===== src/rtl/svfloat_pkg.sv =====
// Shared floating-point types for the svfloat arithmetic blocks.
// IEEE-754 binary32 layout plus the field widths the datapaths derive from it.
package svfloat;

    localparam int unsigned EXP_W = 8;
    localparam int unsigned MAN_W = 23;
    localparam int unsigned BIAS  = 127;

    typedef struct packed {
        logic             sign;
        logic [EXP_W-1:0] exp;
        logic [MAN_W-1:0] man;
    } float32;

endpackage


===== src/rtl/svfloat_mul.sv =====
// Pipelined binary32 multiplier with round-to-nearest-even; subnormals flush to zero.
// Optional operand and result register stages; pipeline registers carry no reset.
module svfloat_mul
    import svfloat::*;
#(
    parameter type         float        = float32,
    parameter int unsigned plr_pre_mul  = 0,
    parameter int unsigned plr_post_mul = 0
) (
    input  logic clk,
    input  float i_lhs,
    input  float i_rhs,
    output float o_res
);

    localparam int unsigned SIG_W   = MAN_W + 1;
    localparam int unsigned P_W     = 2 * SIG_W;
    localparam int unsigned E_W     = EXP_W + 2;
    localparam int          EXP_INF = (1 << EXP_W) - 1;

    float              w_a;
    float              w_b;
    float32            w_fa;
    float32            w_fb;
    float32            w_core;
    logic [P_W-1:0]    w_prod;
    logic [MAN_W-1:0]  w_man;
    logic [SIG_W-1:0]  w_man_rnd;
    logic              w_guard;
    logic              w_sticky;
    logic signed [E_W-1:0] w_exp;
    logic              w_a_nan, w_b_nan, w_a_inf, w_b_inf, w_a_zero, w_b_zero;
    logic              w_unused_clk;

    // clk is idle when both stage counts are zero
    assign w_unused_clk = clk;

    generate
        if (plr_pre_mul == 0) begin : g_pre_none
            assign w_a = i_lhs;
            assign w_b = i_rhs;
        end else begin : g_pre
            float r_a [plr_pre_mul];
            float r_b [plr_pre_mul];
            always_ff @(posedge clk) begin
                r_a[0] <= i_lhs;
                r_b[0] <= i_rhs;
                for (int unsigned s = 1; s < plr_pre_mul; s++) begin
                    r_a[s] <= r_a[s-1];
                    r_b[s] <= r_b[s-1];
                end
            end
            assign w_a = r_a[plr_pre_mul-1];
            assign w_b = r_b[plr_pre_mul-1];
        end
    endgenerate

    assign w_fa = w_a;
    assign w_fb = w_b;

    assign w_a_zero = (w_fa.exp == '0);
    assign w_b_zero = (w_fb.exp == '0);
    assign w_a_inf  = (w_fa.exp == '1) && (w_fa.man == '0);
    assign w_b_inf  = (w_fb.exp == '1) && (w_fb.man == '0);
    assign w_a_nan  = (w_fa.exp == '1) && (w_fa.man != '0);
    assign w_b_nan  = (w_fb.exp == '1) && (w_fb.man != '0);

    always_comb begin
        w_prod   = P_W'({1'b1, w_fa.man}) * P_W'({1'b1, w_fb.man});
        w_exp    = E_W'(w_fa.exp) + E_W'(w_fb.exp) - E_W'(BIAS);
        w_man    = w_prod[P_W-3 -: MAN_W];
        w_guard  = w_prod[P_W-3-MAN_W];
        w_sticky = |w_prod[P_W-4-MAN_W:0];
        // significand product in [2,4) needs one more shift
        if (w_prod[P_W-1]) begin
            w_man    = w_prod[P_W-2 -: MAN_W];
            w_guard  = w_prod[P_W-2-MAN_W];
            w_sticky = |w_prod[P_W-3-MAN_W:0];
            w_exp    = w_exp + E_W'(1);
        end
        w_man_rnd = {1'b0, w_man} + SIG_W'(w_guard & (w_sticky | w_man[0]));
        if (w_man_rnd[MAN_W]) begin
            w_exp = w_exp + E_W'(1);
        end
        w_core.sign = w_fa.sign ^ w_fb.sign;
        w_core.exp  = w_exp[EXP_W-1:0];
        w_core.man  = w_man_rnd[MAN_W-1:0];
        if (w_a_nan || w_b_nan || (w_a_inf && w_b_zero) || (w_b_inf && w_a_zero)) begin
            w_core.sign = 1'b0;
            w_core.exp  = '1;
            w_core.man  = {1'b1, {(MAN_W-1){1'b0}}};
        end else if (w_a_inf || w_b_inf || (int'(w_exp) >= EXP_INF)) begin
            w_core.exp = '1;
            w_core.man = '0;
        end else if (w_a_zero || w_b_zero || (int'(w_exp) <= 0)) begin
            w_core.exp = '0;
            w_core.man = '0;
        end
    end

    generate
        if (plr_post_mul == 0) begin : g_post_none
            assign o_res = w_core;
        end else begin : g_post
            float r_res [plr_post_mul];
            always_ff @(posedge clk) begin
                r_res[0] <= w_core;
                for (int unsigned s = 1; s < plr_post_mul; s++) begin
                    r_res[s] <= r_res[s-1];
                end
            end
            assign o_res = r_res[plr_post_mul-1];
        end
    endgenerate

endmodule


===== src/rtl/svfloat_mul_arbiter.sv =====
// Round-robin arbiter sharing one pipelined multiplier among n_req requesters.
// A valid/index tag travels alongside the multiplier so each product is steered back.
module svfloat_mul_arbiter
    import svfloat::*;
#(
    parameter type         float        = float32,
    parameter int unsigned n_req        = 4,
    parameter int unsigned plr_pre_mul  = 0,
    parameter int unsigned plr_post_mul = 0
) (
    input  logic             clk,
    input  logic             rst,
    input  logic [n_req-1:0] req_valid,
    output logic [n_req-1:0] req_ready,
    input  float             req_lhs [n_req],
    input  float             req_rhs [n_req],
    output logic [n_req-1:0] resp_valid,
    output float             resp_res
);

    localparam int unsigned L     = plr_pre_mul + plr_post_mul;
    localparam int unsigned IDX_W = (n_req > 1) ? $clog2(n_req) : 1;

    logic [IDX_W-1:0] r_ptr;
    logic             w_gnt;
    logic [IDX_W-1:0] w_gnt_idx;
    int unsigned      w_cand;
    logic             w_tag_v;
    logic [IDX_W-1:0] w_tag_idx;
    float             w_lhs;
    float             w_rhs;

    // first valid requester at or after the pointer, wrapping
    always_comb begin
        w_gnt     = 1'b0;
        w_gnt_idx = '0;
        w_cand    = 0;
        for (int unsigned k = 0; k < n_req; k++) begin
            w_cand = 32'(r_ptr) + k;
            if (w_cand >= n_req) begin
                w_cand = w_cand - n_req;
            end
            if (!w_gnt && !rst && req_valid[IDX_W'(w_cand)]) begin
                w_gnt     = 1'b1;
                w_gnt_idx = IDX_W'(w_cand);
            end
        end
    end

    always_comb begin
        req_ready = '0;
        if (w_gnt) begin
            req_ready[w_gnt_idx] = 1'b1;
        end
    end

    always_ff @(posedge clk) begin
        if (rst) begin
            r_ptr <= '0;
        end else if (w_gnt) begin
            r_ptr <= (32'(w_gnt_idx) + 32'd1 >= n_req) ? '0 : w_gnt_idx + IDX_W'(1);
        end
    end

    assign w_lhs = req_lhs[w_gnt_idx];
    assign w_rhs = req_rhs[w_gnt_idx];

    generate
        if (L == 0) begin : g_tag_none
            assign w_tag_v   = w_gnt;
            assign w_tag_idx = w_gnt_idx;
        end else begin : g_tag
            logic [L-1:0]     r_tag_v;
            logic [IDX_W-1:0] r_tag_idx [L];
            always_ff @(posedge clk) begin
                if (rst) begin
                    r_tag_v <= '0;
                end else begin
                    r_tag_v <= (r_tag_v << 1) | L'(w_gnt);
                end
                r_tag_idx[0] <= w_gnt_idx;
                for (int unsigned s = 1; s < L; s++) begin
                    r_tag_idx[s] <= r_tag_idx[s-1];
                end
            end
            assign w_tag_v   = r_tag_v[L-1];
            assign w_tag_idx = r_tag_idx[L-1];
        end
    endgenerate

    // reset masks the response even on the zero-latency path
    always_comb begin
        resp_valid = '0;
        if (w_tag_v && !rst) begin
            resp_valid[w_tag_idx] = 1'b1;
        end
    end

    svfloat_mul #(
        .float        (float),
        .plr_pre_mul  (plr_pre_mul),
        .plr_post_mul (plr_post_mul)
    ) u_mul (
        .clk   (clk),
        .i_lhs (w_lhs),
        .i_rhs (w_rhs),
        .o_res (resp_res)
    );

endmodule


===== config.mk =====
export PLATFORM = sky130hd
export DESIGN_NAME = svfloat_mul_arbiter
export DESIGN_NICKNAME = d
export VERILOG_FILES = /design/src/rtl/svfloat_pkg.sv /design/src/rtl/svfloat_mul.sv /design/src/rtl/svfloat_mul_arbiter.sv
export SDC_FILE = /design/constraint.sdc
export NUM_CORES = 2
export LEC_CHECK = 0
export ABC_AREA = 1
export CAP_MARGIN = 10
export CORE_UTILIZATION = 50
export DETAILED_ROUTE_END_ITERATION = 8
export PLACE_DENSITY = 0.73
export SKIP_CTS_REPAIR_TIMING = 1
export SYNTH_ARGS = -nofsm -noshare
export SYNTH_HDL_FRONTEND = slang
export SYNTH_SLANG_ARGS = --single-unit

===== constraint.sdc =====
create_clock -name clk -period 13.9 [get_ports clk]
set_clock_uncertainty 0.2 [all_clocks]
set_input_delay 1.39 -clock clk [delete_from_list [all_inputs] [get_ports clk]]
set_output_delay 1.39 -clock clk [all_outputs]
set_load 0.02 [all_outputs]

# After elaboration in Yosys (flattened, before gate mapping)
# Cells that the tools add are included.
word_totals:
  in_bits: 262
  mem_count: 0
  wordCells: 110
  mem_bits_rw: 0
  register_bits: 2
  latch_bits: 0
  romBits: 0
  out_inout_bits: 40
op_classes:
  eq_ne: 2
  n_mux: 40
  n_addsub: 14
  n_bitwise: 4
  mul: 1
  shift: 0
  n_lt_le_gt_ge: 14
  div_mod_pow: 0
  reduce_logical: 34
ops:
  columns: ["cell", "count"]
  rows:
  - ["$bmux W32 S2", 2]
  - ["$mux W32", 4]
  - ["$mux W31", 3]
  - ["$mul A24 B24 Y48", 1]
  - ["$logic_not A23 Y1", 2]
  - ["$reduce_bool A23 Y1", 2]
  - ["$add A23 B24 Y24", 1]
  - ["$and A1 B24 Y24", 1]
  - ["$mux W23", 1]
  - ["$reduce_or A23 Y1", 1]
  - ["$reduce_or A22 Y1", 1]
  - ["$add A10 B2 Y10 const B", 2]
  - ["$mux W10", 2]
  - ["$mux W2", 9]
  - ["$eq A8 B8 Y1 const B", 2]
  - ["$logic_not A8 Y1", 2]
  - ["$ge A3 B3 Y1 const B", 5]
  - ["$logic_and A1 B1 Y1", 15]
  - ["$lt A2 B3 Y1 const B", 5]
  - ["$mux W1", 12]
  - ["$ge A10 B9 Y1 const B", 1]
  - ["$le A10 B1 Y1 const B", 1]
  - ["$sub A10 B7 Y10 const B", 1]
  - ["$add A8 B8 Y9", 1]
  - ["14 further kinds", 32]

# Depth between registers and ports, before layout
depth:
  depth_word: 34
  depth_mapped: 69
  ltp_nobuf: 62

# Modules after synthesis
# A second synthesis with hierarchy kept.
hier_totals:
  cells_unflattened: 4409
  hier_area_um2: 27904.3
modules_own_cells:
  columns: ["module", "area_per_inst_um2", "instances", "cells_per_inst", "seq_area_each_um2"]
  rows:
  - ["svfloat_mul", 24197.0, 1, 3605, 0.0]
  - ["svfloat_mul_arbiter", 3707.3, 1, 804, 40.0]

# Worst setup path after synthesis
# OpenSTA, ideal clock, no wires.
synth_timing:
  path_type: "input-to-output"
  start: "input port req_valid[0]"
  end: "output port resp_res[10] (netlist bit)"
  n_path_buf: 6
  required_time_ns: 12.310
  t_arrival_ns: 10.421
  slack_ns: 1.889
  cell_stages: 60
  path_cell_list: "o21ai_0 -> nor2_1 -> o21ai_1 -> nand3_1 -> nor2_1 -> nor2_1 -> nand2_1 -> nand2_1 -> inv_2 -> buf_2 -> clkbuf_1 -> o21ai_0 -> nand2_1 -> clkbuf_1 -> nand2_1 -> fa_1 -> inv_1 -> fa_1 -> (+24 left out) -> nand2_1 -> nand2_2 -> ha_1 -> nand3_1 -> nor2_1 -> nand3_1 -> inv_1 -> nand2_1 -> nand2_1 -> nand2_1 -> nand2_1 -> nand2_1 -> nor2_1 -> nand2_1 -> nand2_1 -> nand3_2 -> buf_4 -> nor2_1"
synth_rtl:
  columns: ["element", "line", "source"]
  rows:
  - ["from (decl)", "svfloat_mul_arbiter.sv:13", "input logic [n_req-1:0] req_valid,"]
  - ["to (decl)", "svfloat_mul_arbiter.sv:18", "output float resp_res"]

==> results.txt <==
Multi-input logic area: 0.0212 sq mm
Post-synth ARST share: 0%
CP Capture Point: resp_res[12]
CTS tree: built
CP Launch Type: primary input
Final Hold Fails: 0
Worst skew pair latency: 0.23 ns
First-pass detailed-route iteration total: 8
Post-synth EDFFs: 0
Final #Nets: 5115
Die height: 226 um
Post-synth top flop: dfxtp_1
Area Overhead vs Synth: 19.9%
Htree depth: 1
Most frequent cells in the layout: 1175 x nand2_1, 849 x inv_1, 482 x fa_1
Hpwl dp: 78.6 mm
CP Launch Point: req_valid[0]
GR Util All Layers: 37.0%
Vias in the first global route: 26000
Largest fanout on the critical path: 21
Number of flip-flops under the largest register name: 2
Regs by FF count: r_ptr: 2 flops
Synth unique cells: 50
Worst-margin pin slew: 0.604 ns
Syn nets: 4769
CTS sink cnt: 2
Hold/Removal Path Class: reg -> reg
Placed Area: 0.0298 sq mm
Boundary Pins: 302
RSZ-0062 raised after global routing: true
Gp weighted congestion: 1.01
Crit Path Category: in -> out
Largest net degree at the start of global routing: 59
ANT nets after route: 0
Syn avg cell area: 6.56 sq um
Fillers: 4779
Vias per inst: 5.28
Final setup violating endpoints: 0
Post-Synth Simple-Gate Area: 31.8%
Yosys warns: 0
Grt ovf: 0
Global-route wire length before repair: 143 mm
Post-Synth XOR/XNOR Area: 0.866%
Slew HR: 59.6%
Initial antenna violation count: 1
Worst r2r dst: r_ptr[0]
CORE AREA: 0.0493 sq mm
Gate count after technology mapping: 3834
Pre-CTS setup slack: 0.235 ns
Reg area: 40.0 sq um
Sequential-to-total area share from yosys stat: 0.159%
Max Fclk: 0.0749 GHz
Critical path's most frequent cell: nand2_1
Num CTS Buffers: 3
Post-synthesis compound-gate area fraction: 3.59%
Most flops, register: r_ptr
Final WS setup: 0.550 ns
Commonest non-fill, non-tap cell in the layout: nand2_1
Post-layout min period: 13.35 ns
Data arrival time of the critical path: 11.76 ns
Clock Path Buffers: 2
Reg2reg path depth: 13
Layout cells sized above 1: 6.63%
Adder-Cell Fraction of Synth Area: 47.9%
CP Capture Type: output pin
Post-route design area: 0.0302 sq mm
Mapped cell area: 0.0251 sq mm
FF+latch count, synth: 2
Root Buffer: clkbuf_16
Worst r2r src: r_ptr[0]
Largest family of logic cells by synthesized area: adder cells
Row Count: 81
I/O Buffers: 301
Crit path largest cell delay: 0.61 ns
Worst path slowest cell: fa_1
Via Count: 25600
WHS: 0.501 ns
Max-Cap Viols: 0
Final Cycle Share: 96.0%
Worst path required time: 12.31 ns
Die X-Extent: 226 um
CTS clk-pin slew, worst paths: 0.03 ns
Die ar.: 0.0512 sq mm
Status: finished, final reports clean
Final WL: 91.6 mm
Slew Viols, Final: 0
Starting DRT DRC Count: 2091
Initial Utilization: 51.0%
Reg2reg setup slack: 10.96 ns
DR WL/cell: 18.9 um
DRC Markers: 0
Post-synthesis mux area share: 0%
[routing by layer]
layer	part of all wire [%]	up-vias	routed length [um]	global-route usage, %
li1	-	11900	-	-
met1	40	12100	36900	47.9
met2	45	1225	41400	60.2
met3	9.5	288	8720	7.57
met4	5.1	0	4680	15.3
met5	0	-	0	0
[worst min-delay path by stage]
stage | cells past startpoint | start | slack (ns) | endpoint
final | 2 | r_ptr[1] | 0.50 | r_ptr[1]
after detailed placement | 2 | r_ptr[1] | 0.45 | r_ptr[1]
after floorplan | 2 | r_ptr[1] | 0.38 | r_ptr[1]
after global placement | 2 | r_ptr[1] | 0.45 | r_ptr[1]
after CTS | 2 | r_ptr[1] | 0.46 | r_ptr[1]
after global routing | 2 | r_ptr[1] | 0.58 | r_ptr[1]
[cell usage after synthesis, types with 6 or more instances]
| master | count | area share [%] |
|---|---|---|
| o21ai_0 | 66 | 1.3 |
| nor2_2 | 15 | 0.37 |
| ha_1 | 190 | 9.5 |
| buf_2 | 30 | 0.60 |
| nand4_1 | 52 | 1.3 |
| fa_1 | 483 | 38 |
| nand3_1 | 208 | 4.1 |
| nand2_1 | 1181 | 18 |
| nand2_2 | 13 | 0.32 |
| nor2_1 | 454 | 6.8 |
| a21oi_1 | 42 | 0.84 |
| inv_2 | 10 | 0.15 |
| buf_6 | 7 | 0.31 |
| clkbuf_1 | 84 | 1.3 |
| xor2_1 | 16 | 0.56 |
| buf_1 | 11 | 0.16 |
| nand3b_1 | 6 | 0.18 |
| o21bai_1 | 9 | 0.27 |
| nor3_1 | 12 | 0.24 |
| buf_4 | 7 | 0.21 |
| inv_1 | 863 | 13 |
| xnor2_1 | 7 | 0.24 |
| clkinv_1 | 6 | 0.090 |
[kinds of logic (layout without fill, tap and decap cells)]
logic type | Yosys count | in the layout
adder cells (fa/ha/maj) | 673 | 673
buffers and inverters | 1018 | 1362
AND/OR/NAND/NOR | 1962 | 1962
other | 0 | 1
flip-flops | 2 | 2
XOR/XNOR | 24 | 24
AO/OA/AOI/OAI | 155 | 155
[area by class of cell]
class                      count  area share [%]
antenna                        1         0.00830
clock buffer                   3           0.249
inverter                     879            11.1
multi-input combinational   2814            70.4
sequential                     2           0.133
tap                          664            2.76
timing repair buffer         480            15.4
[worst max-delay path: cells and delay by family]
family,cells,cell delay (ns)
buf+inv,13,2.34
fa+ha+maj,8,3.58
simple gates,30,3.64
compound gates,4,0.77
[through the flow]
stage                     utilization (%)  cells  setup TNS (ns)
after CTS                            60.7   4839               0
after floorplan                         -   3834               0
final                                61.2   4843               0
after global placement               60.6   4836               0
after global routing                 61.2   4842         -0.0722
after detailed placement             60.6   4836               0
Power is left out: the tool's default activity adds up to more than one toggle a clock period on the data nets, which glitch-free logic cannot reach.
